<file path="src/rtl/mem_pkg.sv">
// Shared controller states and init-value helper for the mem_nr1w register-file memory.
package mem_pkg;

  typedef enum logic [1:0] {
    RESET = 2'd0,
    INIT  = 2'd1,
    RUN   = 2'd2
  } mem_state_t;

  // Callers truncate the result to their own word width.
  function automatic logic [63:0] init_value(input logic [63:0] strt,
                                             input logic [63:0] incr,
                                             input logic [63:0] idx);
    return strt + idx * incr;
  endfunction

endpackage

</file>
<file path="src/rtl/shift.sv">
// Resettable delay line of DELAY register stages; DELAY=0 is a plain wire.
// No flow control: data advances every cycle.
module shift #(
  parameter int WIDTH = 1,
  parameter int DELAY = 0
) (
  input  logic             clk,
  input  logic             rst,
  input  logic [WIDTH-1:0] din,
  output logic [WIDTH-1:0] dout
);

  generate
    if (DELAY == 0) begin : g_pass
      logic unused_clk_rst;
      assign unused_clk_rst = clk ^ rst;
      assign dout = din;
    end else begin : g_pipe
      logic [WIDTH-1:0] stage [DELAY];

      always_ff @(posedge clk) begin
        if (rst) begin
          for (int i = 0; i < DELAY; i++) stage[i] <= '0;
        end else begin
          stage[0] <= din;
          for (int i = 1; i < DELAY; i++) stage[i] <= stage[i-1];
        end
      end

      assign dout = stage[DELAY-1];
    end
  endgenerate

endmodule

</file>
<file path="src/rtl/mem_nr1w.sv">
// NUMRDPT-read / 1-write register-file memory with optional post-reset init; read latency SRAM_DELAY.
// No backpressure: accepts one access per port per cycle whenever ready is high.
module mem_nr1w
  import mem_pkg::*;
#(
  parameter int NUMRDPT    = 2,
  parameter int NUMADDR    = 8,
  parameter int BITADDR    = 3,
  parameter int BITDATA    = 1,
  parameter int SRAM_DELAY = 1,
  parameter int RSTINIT    = 0,
  parameter int RSTSTRT    = 0,
  parameter int RSTINCR    = 0,
  parameter int BYPASS     = 0
) (
  input  logic                       clk,
  input  logic                       rst,
  output logic                       ready,
  input  logic [NUMRDPT-1:0]         read,
  input  logic [NUMRDPT*BITADDR-1:0] rd_adr,
  output logic [NUMRDPT-1:0]         rd_vld,
  output logic [NUMRDPT*BITDATA-1:0] rd_dout,
  input  logic                       write,
  input  logic [BITADDR-1:0]         wr_adr,
  input  logic [BITDATA-1:0]         wr_din
);

  localparam int AW = (NUMADDR > 1) ? $clog2(NUMADDR) : 1;
  localparam int PW = NUMRDPT * BITDATA + NUMRDPT;

  mem_state_t         state, state_nxt;
  logic [BITADDR-1:0] init_cnt;
  logic               init_last;
  logic               init_en;
  logic [BITDATA-1:0] mem [NUMADDR];
  logic               wr_hit;

  assign init_last = (init_cnt == BITADDR'(NUMADDR - 1));

  always_ff @(posedge clk) begin
    if (rst) state <= RESET;
    else     state <= state_nxt;
  end

  always_comb begin
    state_nxt = state;
    case (state)
      RESET:   state_nxt = (RSTINIT != 0) ? INIT : RUN;
      INIT:    state_nxt = init_last ? RUN : INIT;
      RUN:     state_nxt = RUN;
      default: state_nxt = RESET;
    endcase
  end

  // rst masks ready so nothing is accepted in the cycle reset is asserted.
  always_comb begin
    ready   = (state == RUN) && !rst;
    init_en = (state == INIT) && !rst;
  end

  always_ff @(posedge clk) begin
    if (rst)                       init_cnt <= '0;
    else if (init_en && init_last) init_cnt <= '0;
    else if (init_en)              init_cnt <= init_cnt + 1'b1;
  end

  assign wr_hit = ready && write && (32'(wr_adr) < NUMADDR);

  always_ff @(posedge clk) begin
    if (rst) begin
      if (RSTINIT == 0) begin
        for (int i = 0; i < NUMADDR; i++) mem[i] <= '0;
      end
    end else if (init_en) begin
      mem[init_cnt[AW-1:0]] <= BITDATA'(init_value(64'(RSTSTRT), 64'(RSTINCR), 64'(init_cnt)));
    end else if (wr_hit) begin
      mem[wr_adr[AW-1:0]] <= wr_din;
    end
  end

  logic [NUMRDPT-1:0]         rd_acc;
  logic [NUMRDPT*BITDATA-1:0] rd_word;

  always_comb begin
    rd_acc  = '0;
    rd_word = '0;
    for (int p = 0; p < NUMRDPT; p++) begin
      if (ready && read[p]) begin
        rd_acc[p] = 1'b1;
        if (32'(rd_adr[p*BITADDR +: BITADDR]) < NUMADDR) begin
          if (BYPASS != 0 && wr_hit && wr_adr == rd_adr[p*BITADDR +: BITADDR])
            rd_word[p*BITDATA +: BITDATA] = wr_din;
          else
            rd_word[p*BITDATA +: BITDATA] = mem[rd_adr[p*BITADDR +: AW]];
        end
      end
    end
  end

  logic [PW-1:0] rd_stg;
  logic [PW-1:0] pipe_out;

  always_ff @(posedge clk) begin
    if (rst) rd_stg <= '0;
    else     rd_stg <= {rd_acc, rd_word};
  end

  shift #(
    .WIDTH (PW),
    .DELAY (SRAM_DELAY - 1)
  ) u_shift (
    .clk  (clk),
    .rst  (rst),
    .din  (rd_stg),
    .dout (pipe_out)
  );

  assign rd_vld  = pipe_out[PW-1 -: NUMRDPT] & {NUMRDPT{~rst}};
  assign rd_dout = rst ? '0 : pipe_out[NUMRDPT*BITDATA-1:0];

endmodule

</file>
<file path="config.mk">
export PLATFORM = sky130hd
export DESIGN_NAME = mem_nr1w
export DESIGN_NICKNAME = d
export VERILOG_FILES = /design/src/rtl/mem_pkg.sv /design/src/rtl/shift.sv /design/src/rtl/mem_nr1w.sv
export SDC_FILE = /design/constraint.sdc
export NUM_CORES = 1
export LEC_CHECK = 0
export CORE_MARGIN = 2
export CORE_UTILIZATION = 52
export CTS_BUF_LIST = sky130_fd_sc_hd__clkbuf_4
export CTS_CLUSTER_SIZE = 40
export DETAILED_ROUTE_END_ITERATION = 10
export GPL_TIMING_DRIVEN = 0
export PLACE_DENSITY = 0.81
export RECOVER_POWER = 25
export SLEW_MARGIN = 20
export SYNTH_ARGS = -nofsm -noshare
export SYNTH_HDL_FRONTEND = slang
export SYNTH_SLANG_ARGS = --single-unit
</file>
<file path="constraint.sdc">
create_clock -name clk -period 1.95 [get_ports clk]
set_input_delay 0.2925 -clock clk [delete_from_list [all_inputs] [get_ports clk]]
set_output_delay 0.2925 -clock clk [all_outputs]
set_load 0.02 [all_outputs]
</file>
==> flow_summary.json <==
{
  "start_util_pct": 56.3,
  "relSlewSlack_pct": 65.0,
  "setup_slack_ns": 0.151,
  "worst-path-buf-inv": 3,
  "grt-ovfl-total": 0,
  "period_share_pct": 92.2,
  "worst_skew_pair.late_latency_ns": 0.30,
  "synth_cell_type_count": 32,
  "track_usage_pct": 20.8,
  "synth-edff-count": 8,
  "drc": 0,
  "drv_cap": 0,
  "hold_class": "reg2reg",
  "cp-start-kind": "input port",
  "p_leak_nw": 0.442,
  "htree_levels": 1,
  "synthCells": 97,
  "drt_iter0_drc": 19,
  "cts_buffers": 3,
  "cts_tree": "yes",
  "dieArea_sq_um": 2280,
  "cts-resized-gates": 6,
  "holdBufCountCts": 0,
  "crit_arrival_ns": 1.51,
  "holdWs_ns": 0.519,
  "dp_slack_ns": -0.259,
  "cts_buffer_depth": 2,
  "slew_violations": 0,
  "cts.sink_count": 17,
  "core_area_sq_um": 1760,
  "vias": 837,
  "ys_seq_elements": 17,
  "numPortBuffers": 19,
  "critPathCaptureType": "primary output",
  "die_w_um": 47.7,
  "cp_top_family": "buffers and inverters",
  "period_needed_ns": 1.80,
  "cts_setup_buffers": 0,
  "worstSetupPathType": "in2out",
  "hpwl_um": 1570,
  "fmax_mhz": 556,
  "nets": 138,
  "wl_per_cell_um": 13.9,
  "setup_viol": 0,
  "async_flop_share_pct": 0,
  "first_pass_iters": 4,
  "ir_worst_vdd_mv": 0.342,
  "globalplace.congestion": 0.801,
  "die_h_um": 47.7,
  "worst_pin_slew_ns": 0.520,
  "fin_skew_ns": 0.00560,
  "p_total_uw": 690,
  "p_per_area_nw_per_um2": 560,
  "syn_to_final_growth_pct": 24.1,
  "path_cells": "clkdlybuf4s50_1 -> clkbuf_2 -> nor2b_1 -> dlygate4sd2_1",
  "cpMaxStageDelayCell": "clkdlybuf4s50_1",
  "syn_area_per_cell_sq_um": 10.2,
  "syn-cell-area_sq_um": 993,
  "cp.required_ns": 1.66,
  "diodes": 0,
  "status": "finished, final reports clean",
  "crit_fanout": 10,
  "max_stage_delay_ns": 0.56,
  "final_hold_viol_count": 0,
  "wl_um": 2020,
  "grt_first_pass_wirelength_um": 3150,
  "rsz0062_at_grt": "no",
  "clock_tree.root_cell": "clkbuf_4",
  "synth_ff_type": "dfxtp_1",
  "clk_pin_slew_worst_paths_ns": 0.10,
  "core.rowCount": 15,
  "syn_nets": 114,
  "antenna_found_initial": 0,
  "vias_per_cell": 5.77,
  "ys_seq_area_share_pct": 42.3,
  "io_pins": 20,
  "yosys_warnings": 0,
  "grt_max_degree": 11,
  "grt_pass1_vias": 779,
  "ant_nets": 0,
  "drive_gt1_share_pct": 11.7
}
-- Yosys cell counts (2+ instances only) --
| cell | instances | area (sq um) |
|---|---|---|
| nand3_1 | 2 | 10.0 |
| ha_1 | 2 | 25.0 |
| nand2b_1 | 2 | 12.5 |
| mux2i_1 | 3 | 30.0 |
| nor3b_1 | 3 | 22.5 |
| nor3_1 | 5 | 25.0 |
| dfxtp_1 | 9 | 180 |
| nor2_1 | 6 | 22.5 |
| a21oi_1 | 12 | 60.1 |
| and2_1 | 2 | 12.5 |
| mux2_2 | 2 | 22.5 |
| mux4_2 | 2 | 45.0 |
| edfxtp_1 | 8 | 240 |
| nor2b_1 | 13 | 81.3 |
| nand2_1 | 5 | 18.8 |
| nand3b_1 | 2 | 15.0 |
| nor4b_1 | 2 | 17.5 |
| o21ai_1 | 2 | 10.0 |
| a2111oi_0 | 2 | 17.5 |
-- where the power goes --
part | internal, mW | switching, mW | total, mW
Clock | 0.0766 | 0.117 | 0.194
Sequential | 0.384 | 0.00577 | 0.390
Combinational | 0.0580 | 0.0479 | 0.106
Total | 0.519 | 0.171 | 0.690
-- tightest hold or removal path: cells and delay by family (launching register included) --
family             cells  cell delay (ns)
AOI/OAI and AO/OA      1             0.05
DFF                    1             0.36
and+or+nand+nor        1             0.07
-- registers in the layout (all words and copies together), names as in the netlist --
signal and cells:
state 2, init_cnt 3, rd_stg 4, mem 8
-- layout make-up --
type,count,area [sq um]
Multi-Input combinational cell,77,549
Fill cell,148,532
Sequential cell,17,420
Timing Repair Buffer,19,184
Tap cell,25,31.3
Clock buffer,3,22.5
Buffer,2,16.3
Clock inverter,1,5.00
Inverter,1,3.75
-- placed cells by master (no fill, tap or decap), drive strengths merged, types with 3 or more instances in the layout --
cell           instances
a21oi                 12
clkbuf                 4
clkdlybuf4s50         14
dfxtp                  9
dlygate4sd2            5
edfxtp                 8
mux2                   3
mux2i                  3
nand2                  6
nor2                   6
nor2b                 13
nor3                   5
nor3b                  4
-- final timing paths --
path	start	endpoint	slack (ns)	cells after the start
hold / removal	init_cnt[2]	init_cnt[2]	0.52	2
setup reg to reg	state[0]	mem[7]	0.22	4
hold reg to reg	init_cnt[2]	init_cnt[2]	0.52	2
setup / recovery	rst	rd_dout[0]	0.15	4
-- through the flow --
stage	cell area [sq um]	TNS, ns	cells	util, %
3_3_place_gp	1210	-1.20	141	68.9
4_1_cts	1240	0	145	70.1
6_report	1230	0	145	69.9
3_5_place_dp	1210	-1.29	141	68.9
2_1_floorplan	993	0	97	-
5_1_grt	1230	0	145	69.9
-- logic make-up after synthesis --
logic type / Yosys count / share of synthesized area (%)
mux: 8 / 11.3
compound gates: 16 / 8.82
simple gates: 51 / 33.1
buf+inv: 3 / 1.89
flops: 17 / 42.3
fa+ha+maj: 2 / 2.52
-- routing by layer --
layer / wire length [um] / vias to the layer above / track usage, %
li1: - / 410 / -
met1: 774 / 397 / 20.6
met2: 1110 / 25 / 38.1
met3: 81 / 5 / 3.77
met4: 51 / 0 / 15.1
met5: 0 / - / 0
(Power assumes the default switching activity.)
